===== src/rtl/multicycle_ctrl_fsm.sv =====
// Multi-cycle RV32I control sequencer.
// Steps FETCH/DECODE/EXECUTE/MEMORY/WRITEBACK per instruction and drives the
// datapath strobes, immediate format select, memory handshake with a wait
// timeout, and a retired-instruction counter.
// Optional feature macro: TRAP_ILLEGAL_EN (illegal opcodes take a one-cycle
// TRAP to the trap vector instead of retiring as a NOP).
// Strobes are decoded from the state register (and mem_ready for the
// same-cycle handshake) and are forced low while rst_n is asserted.
module multicycle_ctrl_fsm #(
    parameter int TIMEOUT_CYC = 16,
    parameter int INSTRET_W   = 32
) (
    input  logic                 clk,
    input  logic                 rst_n,
    input  logic [6:0]           opcode,
    input  logic                 branch_taken,
    input  logic                 mem_ready,
    output logic                 mem_req,
    output logic                 mem_we,
    output logic                 ir_we,
    output logic                 pc_we,
    output logic [1:0]           pc_src,
    output logic [2:0]           imm_sel,
    output logic                 reg_we,
    output logic [1:0]           wb_sel,
    output logic [2:0]           state_o,
    output logic                 instr_retired,
    output logic [INSTRET_W-1:0] instret,
    output logic                 halted,
    output logic                 illegal_insn
);

    localparam int CNT_W = $clog2(TIMEOUT_CYC + 1);

    localparam logic [6:0] OPC_LUI    = 7'b0110111;
    localparam logic [6:0] OPC_AUIPC  = 7'b0010111;
    localparam logic [6:0] OPC_JAL    = 7'b1101111;
    localparam logic [6:0] OPC_JALR   = 7'b1100111;
    localparam logic [6:0] OPC_BRANCH = 7'b1100011;
    localparam logic [6:0] OPC_LOAD   = 7'b0000011;
    localparam logic [6:0] OPC_STORE  = 7'b0100011;
    localparam logic [6:0] OPC_OPIMM  = 7'b0010011;
    localparam logic [6:0] OPC_OP     = 7'b0110011;
    localparam logic [6:0] OPC_FENCE  = 7'b0001111;
    localparam logic [6:0] OPC_SYSTEM = 7'b1110011;

`ifdef TRAP_ILLEGAL_EN
    typedef enum logic [2:0] {
        S_FETCH     = 3'd0,
        S_DECODE    = 3'd1,
        S_EXECUTE   = 3'd2,
        S_MEMORY    = 3'd3,
        S_WRITEBACK = 3'd4,
        S_TRAP      = 3'd5,
        S_HALT      = 3'd6
    } state_t;
`else
    typedef enum logic [2:0] {
        S_FETCH     = 3'd0,
        S_DECODE    = 3'd1,
        S_EXECUTE   = 3'd2,
        S_MEMORY    = 3'd3,
        S_WRITEBACK = 3'd4,
        S_HALT      = 3'd6
    } state_t;
`endif

    typedef enum logic [3:0] {
        IC_OP      = 4'd0,
        IC_UPPER   = 4'd1,
        IC_JAL     = 4'd2,
        IC_JALR    = 4'd3,
        IC_BRANCH  = 4'd4,
        IC_LOAD    = 4'd5,
        IC_STORE   = 4'd6,
        IC_OPIMM   = 4'd7,
        IC_NOP     = 4'd8,
        IC_ILLEGAL = 4'd9
    } iclass_t;

    // Map a major opcode to the instruction class the sequencer acts on.
    function automatic iclass_t classify(input logic [6:0] opc);
        case (opc)
            OPC_LUI, OPC_AUIPC:    classify = IC_UPPER;
            OPC_JAL:               classify = IC_JAL;
            OPC_JALR:              classify = IC_JALR;
            OPC_BRANCH:            classify = IC_BRANCH;
            OPC_LOAD:              classify = IC_LOAD;
            OPC_STORE:             classify = IC_STORE;
            OPC_OPIMM:             classify = IC_OPIMM;
            OPC_OP:                classify = IC_OP;
            OPC_FENCE, OPC_SYSTEM: classify = IC_NOP;
            default:               classify = IC_ILLEGAL;
        endcase
    endfunction

    // Immediate extender format for a class: 0 I, 1 S, 2 B, 3 U, 4 J.
    function automatic logic [2:0] imm_format(input iclass_t c);
        case (c)
            IC_UPPER:  imm_format = 3'd3;
            IC_JAL:    imm_format = 3'd4;
            IC_BRANCH: imm_format = 3'd2;
            IC_STORE:  imm_format = 3'd1;
            default:   imm_format = 3'd0;
        endcase
    endfunction

    state_t                 state_r, state_n;
    logic [CNT_W-1:0]       tmo_cnt_r;
    logic [2:0]             imm_sel_r;
    logic [INSTRET_W-1:0]   instret_r;
    logic                   halted_r;

    iclass_t                iclass_s;
    logic                   mem_req_s, mem_we_s, ir_we_s, pc_we_s, reg_we_s;
    logic                   retire_s, illegal_s;
    logic [1:0]             pc_src_s, wb_sel_s;
    logic                   wait_s, tmo_hit_s;

    assign iclass_s  = classify(opcode);
    assign wait_s    = mem_req_s & ~mem_ready;
    assign tmo_hit_s = wait_s && (tmo_cnt_r == CNT_W'(TIMEOUT_CYC - 1));

    // State register.
    always_ff @(posedge clk or negedge rst_n) begin
        if (!rst_n) begin
            state_r <= S_FETCH;
        end else begin
            state_r <= state_n;
        end
    end

    // Next-state decode and datapath strobes for the current state.
    always_comb begin
        state_n   = state_r;
        mem_req_s = 1'b0;
        mem_we_s  = 1'b0;
        ir_we_s   = 1'b0;
        pc_we_s   = 1'b0;
        pc_src_s  = 2'd0;
        reg_we_s  = 1'b0;
        wb_sel_s  = 2'd0;
        retire_s  = 1'b0;
        illegal_s = 1'b0;
        case (state_r)
            S_FETCH: begin
                mem_req_s = 1'b1;
                if (mem_ready) begin
                    ir_we_s = 1'b1;
                    state_n = S_DECODE;
                end else if (tmo_hit_s) begin
                    state_n = S_HALT;
                end else begin
                    state_n = S_FETCH;
                end
            end
            S_DECODE: begin
`ifdef TRAP_ILLEGAL_EN
                if (iclass_s == IC_ILLEGAL) begin
                    state_n = S_TRAP;
                end else begin
                    state_n = S_EXECUTE;
                end
`else
                state_n = S_EXECUTE;
`endif
            end
            S_EXECUTE: begin
                case (iclass_s)
                    IC_BRANCH: begin
                        pc_we_s  = 1'b1;
                        pc_src_s = branch_taken ? 2'd1 : 2'd0;
                        retire_s = 1'b1;
                        state_n  = S_FETCH;
                    end
                    IC_LOAD, IC_STORE: begin
                        state_n = S_MEMORY;
                    end
                    IC_NOP, IC_ILLEGAL: begin
                        pc_we_s  = 1'b1;
                        retire_s = 1'b1;
                        state_n  = S_FETCH;
                    end
                    default: begin
                        state_n = S_WRITEBACK;
                    end
                endcase
            end
            S_MEMORY: begin
                mem_req_s = 1'b1;
                mem_we_s  = (iclass_s == IC_STORE);
                if (mem_ready) begin
                    if (iclass_s == IC_STORE) begin
                        pc_we_s  = 1'b1;
                        retire_s = 1'b1;
                        state_n  = S_FETCH;
                    end else begin
                        state_n = S_WRITEBACK;
                    end
                end else if (tmo_hit_s) begin
                    state_n = S_HALT;
                end else begin
                    state_n = S_MEMORY;
                end
            end
            S_WRITEBACK: begin
                reg_we_s = 1'b1;
                pc_we_s  = 1'b1;
                retire_s = 1'b1;
                state_n  = S_FETCH;
                case (iclass_s)
                    IC_LOAD: begin
                        wb_sel_s = 2'd1;
                    end
                    IC_JAL: begin
                        wb_sel_s = 2'd2;
                        pc_src_s = 2'd1;
                    end
                    IC_JALR: begin
                        wb_sel_s = 2'd2;
                        pc_src_s = 2'd2;
                    end
                    default: begin
                        wb_sel_s = 2'd0;
                    end
                endcase
            end
`ifdef TRAP_ILLEGAL_EN
            S_TRAP: begin
                illegal_s = 1'b1;
                pc_we_s   = 1'b1;
                pc_src_s  = 2'd3;
                state_n   = S_FETCH;
            end
`endif
            S_HALT: begin
                state_n = S_HALT;
            end
            default: begin
                state_n = S_FETCH;
            end
        endcase
    end

    // Consecutive memory-wait counter; any cycle without a stalled request clears it.
    always_ff @(posedge clk or negedge rst_n) begin
        if (!rst_n) begin
            tmo_cnt_r <= {CNT_W{1'b0}};
        end else if (wait_s) begin
            tmo_cnt_r <= tmo_cnt_r + CNT_W'(1);
        end else begin
            tmo_cnt_r <= {CNT_W{1'b0}};
        end
    end

    // Immediate format latched in DECODE and held for the rest of the instruction.
    always_ff @(posedge clk or negedge rst_n) begin
        if (!rst_n) begin
            imm_sel_r <= 3'd0;
        end else if (state_r == S_DECODE) begin
            imm_sel_r <= imm_format(iclass_s);
        end else begin
            imm_sel_r <= imm_sel_r;
        end
    end

    // Retired-instruction counter, wrapping at its width.
    always_ff @(posedge clk or negedge rst_n) begin
        if (!rst_n) begin
            instret_r <= {INSTRET_W{1'b0}};
        end else if (retire_s) begin
            instret_r <= instret_r + INSTRET_W'(1);
        end else begin
            instret_r <= instret_r;
        end
    end

    // Sticky bus-error flag, set on entry to HALT.
    always_ff @(posedge clk or negedge rst_n) begin
        if (!rst_n) begin
            halted_r <= 1'b0;
        end else if (state_n == S_HALT) begin
            halted_r <= 1'b1;
        end else begin
            halted_r <= halted_r;
        end
    end

    assign mem_req       = mem_req_s & rst_n;
    assign mem_we        = mem_we_s  & rst_n;
    assign ir_we         = ir_we_s   & rst_n;
    assign pc_we         = pc_we_s   & rst_n;
    assign pc_src        = pc_src_s  & {2{rst_n}};
    assign reg_we        = reg_we_s  & rst_n;
    assign wb_sel        = wb_sel_s  & {2{rst_n}};
    assign instr_retired = retire_s  & rst_n;
`ifdef TRAP_ILLEGAL_EN
    assign illegal_insn  = illegal_s & rst_n;
`else
    assign illegal_insn  = 1'b0;
`endif
    assign imm_sel       = imm_sel_r;
    assign instret       = instret_r;
    assign halted        = halted_r;
    assign state_o       = state_r;

endmodule

===== config.mk =====
export PLATFORM = sky130hd
export DESIGN_NAME = multicycle_ctrl_fsm
export DESIGN_NICKNAME = d
export VERILOG_FILES = /design/src/rtl/multicycle_ctrl_fsm.sv
export SDC_FILE = /design/constraint.sdc
export NUM_CORES = 1
export LEC_CHECK = 0
export CORE_ASPECT_RATIO = 1.2
export CORE_MARGIN = 10
export CORE_UTILIZATION = 49
export DETAILED_ROUTE_END_ITERATION = 12
export HOLD_SLACK_MARGIN = 0.05
export PLACE_DENSITY = 0.8
export SLEW_MARGIN = 20
export SYNTH_ARGS = -nofsm -noshare
export SYNTH_HDL_FRONTEND = slang
export SYNTH_SLANG_ARGS = --single-unit

===== constraint.sdc =====
create_clock -name clk -period 2.9 [get_ports clk]
set_input_delay 0.29 -clock clk [delete_from_list [all_inputs] [get_ports clk]]
set_output_delay 0.29 -clock clk [all_outputs]
set_load 0.005 [all_outputs]

==> summary.md, run 1 <==
| Metric | Value |
|---|---|
| Outcome | `completed` |
| Clock network latency to the later pin of the worst-skew pair | `just under 0.3 ns` |
| Congestion Overflow GR | `0` |
| Setup WS pre-CTS | `approximately 0.11 ns` |
| Syn Inst Count | `between 200 and 250` |
| Clk slew on worst S/H paths | `~0.090 ns` |
| Post-route setup slack | `between 0.15 and 0.2 ns` |
| Worst clock skew | `~0.013 ns` |
| Post-synth cell types | `43` |
| Die Height | `~95 µm` |
| Async SR Flop Fraction | `between 90% and 100%` |
| PD cells | `603.0 nW/µm²` |
| Area growth from synthesis to layout | `32.63%` |
| Layout cells sized above 1 | `roughly 7.6%` |
| WP data arrival | `2.45 ns` |
| Power, Total | `1.861 mW` |
| Final number of setup-violating endpoints | `0` |
| Fin crit share | `94.45%` |
| # diodes | `0` |
| Warnings, synthesis | `0` |
| Largest net degree at the start of global routing | `48` |
| Initial antenna violation count | `0` |
| Grt met1 use | `between 10% and 20%` |
| Core footprint | `roughly 4600 µm²` |
| Total Routing Usage GR | `between 10 and 15%` |
| Post-Layout Inst Area | `3087 µm²` |
| Clock group share of total power | `a little over a fifth` |
| Critical-path maximum fanout | `5` |
| Max clock buf depth | `2` |
| Combinational Power Share | `around 36%` |
| Setup Total Neg Slack | `0 ns` |
| TritonCTS Buffers | `5` |
| Reg power frac | `43.1%` |
| Worst-margin pin slew | `a little over 0.6 ns` |
| Leak | `between 1 and 1.5 nW` |
| Worst hold-check path type | `in2async` |
| Final hold vios | `0` |
| Sw frac | `between 30 and 40%` |
| Die X | `slightly above 80 µm` |
| Worst Setup Start Kind | `input port` |
| # hold bufs at CTS | `0` |
| Row count | `27` |
| Setup CP Type | `in2out` |
| First DRT Iteration DRCs | `122` |
| Max-Cap Viols | `0` |
| Setup Buffers After CTS | `0` |
| Crit path required time | `2.61 ns` |
| Fin. max-slew vios | `0` |
| Int Pwr | `1.196 mW` |
| Placed insts | `around 350` |
| I/O Pins | `roughly 60` |
| Port-buffer cells | `a little under 60` |
| Unrepaired setup endpoints after global routing | `no` |
| Synth Register Bits | `44` |
| Fmax | `between 300 and 400 MHz` |
| VDD IR max | `approximately 0.5 mV` |
| Die ar. | `~7900 µm²` |
| Layout Cells excl Fill | `360` |
| Post-route ant nets | `0` |
| CTS tree | `yes` |
| First-pass GRT wire length | `between 9000 and 10000 µm` |
| Final Critical Period | `2.739 ns` |
| Total detailed-routing wirelength | `between 5000 and 6000 µm` |
| Seq/Total Area, Yosys | `between 40% and 50%` |
| # nets final | `roughly 320` |
| Busiest grt layer | `met2` |
| Number of synthesized flops with an enable pin | `0` |
| Ys flop type | `dfrtp_1` |
| FF-to-FF setup slack | `~0.67 ns` |
| P_sw | `roughly 660 µW` |
| GPL Wtd Cong | `roughly 0.85` |
| Area post-placement | `a little under 3000 µm²` |
| Met2 GRT Util | `25.19%` |
| Via/cell ratio | `5.506` |
| Most common cell after layout, fill and taps aside | `clkdlybuf4s50_1` |
| Clk sink count | `44` |
| Clk root buf | `clkbuf_8` |
| Nature of the critical path endpoint | `primary output` |
| Vias in the first global route | `approximately 2000` |
| DRC | `0` |
| Drt pass-1 iters | `4` |
| Slew Limit Headroom | `about 59%` |
| Initial Util | `between 50 and 60%` |
| Most frequent cells in the layout | `clkdlybuf4s50_1 (58), dfrtp_1 (44), nand2_1 (22), nor2_1 (21), xnor2_1 (19)` |
| Htree depth | `2` |
| Vias | `slightly below 2000` |
| Synth Cell Area | `2327 µm²` |
| GR Layer Usage met3 | `6.143%` |
| Routed length per placed instance | `15.98 µm` |
| Mapped Nets | `254` |
| Hpwl dp | `about 4300 µm` |
| Syn Area/Cell | `~9.7 µm²` |
| Cts repair resizes | `0` |
[synthesized netlist by cell type, types with 5 or more instances]
master,n,share of area [%]
and3_1,6,1.6
buf_2,5,1.1
clkbuf_1,5,0.81
dfrtp_1,44,47
inv_1,8,1.3
nand2_1,22,3.5
nand3_1,16,3.4
nand4_1,16,4.3
nor2_1,21,3.4
nor3_1,11,2.4
nor4_1,6,1.6
xnor2_1,19,7.2
xor2_1,15,5.6
[sequential cells by signal (all words and copies together) (netlist names)]
name       flops
instret       32
tmo_cnt_r      5
imm_sel        3
state_o        3
halted         1
[final cells by class]
cell class                 count  area (µm²)
clock buffer                   7       86.33
clock inverter                 1       7.507
fill                         389        1508
inverter                       9       33.78
multi-input combinational    175        1147
sequential                    44        1101
tap                           58       72.57
timing repair buffer          66       638.1
[final timing paths]
check | cells past startpoint | end | startpoint
max | 8 | pc_src[0] | opcode[1]
min | 2 | instret[19] | rst_n
max reg2reg | 5 | instret[31] | instret[2]
min reg2reg | 1 | instret[31] | instret[31]
max in group asynchronous | 2 | instret[15] | rst_n
min in group clk | 1 | instret[31] | instret[31]
[layer usage]
layer / vias to the layer above / wire length, µm
met5: - / 0
met4: 0 / 73
met3: 7 / 459
met2: 72 / 2849
met1: 937 / 2369
li1: 966 / -
[through the flow]
step / util [%] / hold slack, ns
2_1_floorplan: - / -0.005591
3_3_place_gp: 64.84 / 0.4233
3_5_place_dp: 64.84 / 0.4241
4_1_cts: 66.88 / 0.1048
5_1_grt: 67.18 / 0.1172
6_report: 67.18 / 0.08231
[worst max-delay path: stages]
cell and delay [ns]:
clkdlybuf4s50_1 0.53, nand3b_4 0.11, or3_1 0.37, buf_4 0.17, nor2_1 0.14, a41oi_1 0.14, nor3_1 0.17, clkdlybuf4s50_1 0.53
[power groups by stage]
stage,combinational (mW),clock (mW),sequential [mW]
after CTS,0.670,0.404,0.801
after detailed placement,0.667,0,0.812
after floorplan,0.384,0,0.775
final,0.666,0.393,0.802
after global routing,0.738,0.434,0.815
after global placement,0.654,0,0.809
[kinds of logic after synthesis]
group	Yosys count	synth area share [%]
xor+xnor	35	13.50
fa+ha+maj	3	1.613
compound gates	18	6.076
other cells	1	0.1611
simple gates	118	27.37
flops	44	47.31
buf+inv	21	3.978
Power figures use the tool's default switching activity.
==> run 2, diff against run 1 <==
- CORE_UTILIZATION: 49 -> 56
- DONT_BUFFER_PORTS: not set -> 1
- PLACE_DENSITY: 0.8 -> 0.71
- SETUP_SLACK_MARGIN: not set -> 0.1
==> run 2 against run 1 <==
Global-route usage up 0.67 points; sequential share of layout area up 8.9 points; clock power up 12%; register-to-register slack better by 0.02 ns; core utilization down 4.9 points; sequential power up 3.0%; combinational power down 35%; sequential cell count unchanged; critical path type is now reg2out; largest cell class unchanged.
==> summary.md, run 2 (synthesis results as in run 1) <==
| Metric | Value |
|---|---|
| Fmax | `around 420 MHz` |
| Final number of setup-violating endpoints | `0` |
| # diodes | `0` |
| Clk sink count | `44` |
| Worst clock skew | `0.006784 ns` |
| Slowest-stage cell, CP | `dfrtp_1` |
| Worst-margin pin slew | `about 0.64 ns` |
| Congestion Overflow GR | `0` |
| First-pass GRT wire length | `around 9000 µm` |
| Setup Total Neg Slack | `0 ns` |
| Port-buffer cells | `0` |
| Max clock buf depth | `2` |
| Max reg flops | `32` |
| Worst Setup Start Kind | `flip-flop` |
| I/O Pins | `61` |
| PD cells | `686.6 nW/µm²` |
| Total Routing Usage GR | `about 15%` |
| Final hold vios | `0` |
| Routed length per placed instance | `18.08 µm` |
| Htree depth | `2` |
| TritonCTS Buffers | `5` |
| Total detailed-routing wirelength | `~5300 µm` |
| Leak | `a little under 1 nW` |
| Outcome | `completed` |
| Busiest grt layer | `met2` |
| Die ar. | `roughly 7100 µm²` |
| Fin. max-slew vios | `0` |
| Clk slew on worst S/H paths | `approximately 0.070 ns` |
| Clk root buf | `clkbuf_8` |
| Via/cell ratio | `about 6` |
| DRC | `0` |
| Filler cells | `around 360` |
| Hpwl dp | `3874 µm` |
| Initial antenna violation count | `0` |
| Clock network latency to the later pin of the worst-skew pair | `between 0.2 and 0.3 ns` |
| Setup CP Type | `reg2out` |
| Grt met1 use | `17.00%` |
| Largest net degree at the start of global routing | `45` |
| Core footprint | `3973 µm²` |
| First DRT Iteration DRCs | `65` |
| Post-route setup slack | `0.4925 ns` |
| R2r startpoint | `state_o[2]` |
| # nets final | `roughly 250` |
| Unrepaired setup endpoints after global routing | `no` |
| Setup Buffers After CTS | `0` |
| Area of the multi-input gates | `between 1000 and 1500 µm²` |
| Met2 GRT Util | `roughly a quarter` |
| WP data arrival | `between 2 and 2.5 ns` |
| Critical Path Max Stage Delay | `0.50 ns` |
| FF-to-FF setup slack | `~0.7 ns` |
| Critical path startpoint | `state_o[2]` |
| Final Critical Period | `between 2 and 2.5 ns` |
| Initial Util | `around three fifths` |
| Reg area | `~1100 µm²` |
| Area growth from synthesis to layout | `6.237%` |
| Vias | `between 1500 and 2000` |
| GPL Wtd Cong | `slightly below 0.8` |
| Row count | `25` |
| HP Start | `opcode[6]` |
| Worst path cell trace | `inv_1 -> nand2_1 -> nor4_1 -> or2_2 -> and2_1` |
| Crit path required time | `between 2 and 3 ns` |
| Die Height | `90.62 µm` |
| Worst hold-check path type | `in2reg` |
| Layout cells sized above 1 | `roughly 6.8%` |
| Die X | `just under 80 µm` |
| CTS tree | `yes` |
| Slew Limit Headroom | `between 50% and 60%` |
| Drt pass-1 iters | `4` |
| Fin crit share | `around 83%` |
| Most frequent cells in the layout | `dfrtp_1 (44), nand2_1 (22), nor2_1 (21), xnor2_1 (19)` |
| Nature of the critical path endpoint | `primary output` |
| Max-Cap Viols | `0` |
| Critical-path maximum fanout | `17` |
| Most common cell after layout, fill and taps aside | `dfrtp_1` |
| GR Layer Usage met3 | `6.574%` |
| Hold slack | `slightly above 0.09 ns` |
| Setup WS pre-CTS | `0.6380 ns` |
| VDD IR max | `around 0.38 mV` |
| Post-route ant nets | `0` |
| Vias in the first global route | `~1700` |
[run 2: area by class of cell]
type	count	share of cell area, %
clock buffer	5	2.783
timing repair buffer	3	1.518
sequential	44	44.53
inverter	9	1.366
multi-input combinational	175	45.85
tap	54	2.733
clock inverter	1	1.215
[run 2: critical path: cells and delay by family (launching register included)]
| kind | cells | cell delay, ns |
|---|---|---|
| DFF | 1 | 0.50 |
| and+or+nand+nor | 4 | 1.15 |
| buffers and inverters | 1 | 0.18 |
[run 2: final timing paths]
| check | to | cells past startpoint |
|---|---|---|
| hold reg to reg | tmo_cnt_r[0] | 1 |
| setup / recovery | pc_we | 5 |
| min in group asynchronous | instret[13] | 2 |
| hold / removal | imm_sel[0] | 1 |
| setup reg to reg | instret[21] | 7 |
| max in group asynchronous | halted | 2 |
[run 2: routing by layer]
metal  part of all wire [%]  routed length [µm]
met3                    9.1                 480
met5                      0                   0
met1                     40                2098
met4                   0.76                  40
met2                     50                2641
[run 2: where the power goes]
part           leakage, nW  internal, mW  switching [mW]
registers            0.543         0.690           0.136
logic                0.374         0.150           0.283
clock network       0.0501         0.247           0.192
[run 2: through the flow]
stage	power (mW)	utilization (%)	instance area (µm²)	cells
2_1_floorplan	1.159	-	2327	240
5_1_grt	1.813	62.24	2472	291
3_5_place_dp	1.262	58.99	2344	283
4_1_cts	1.714	62.24	2472	291
6_report	1.697	62.24	2472	291
3_3_place_gp	1.249	58.99	2344	283
[run 2: repair_timing]
| action | 4_1_cts | 5_1_grt |
|---|---|---|
| endpoints found under the setup margin | 0 | 2 |
| hold buffers | 2 | 0 |
| endpoints found under the hold margin | 44 | 0 |
| gates resized for setup | 0 | 1 |
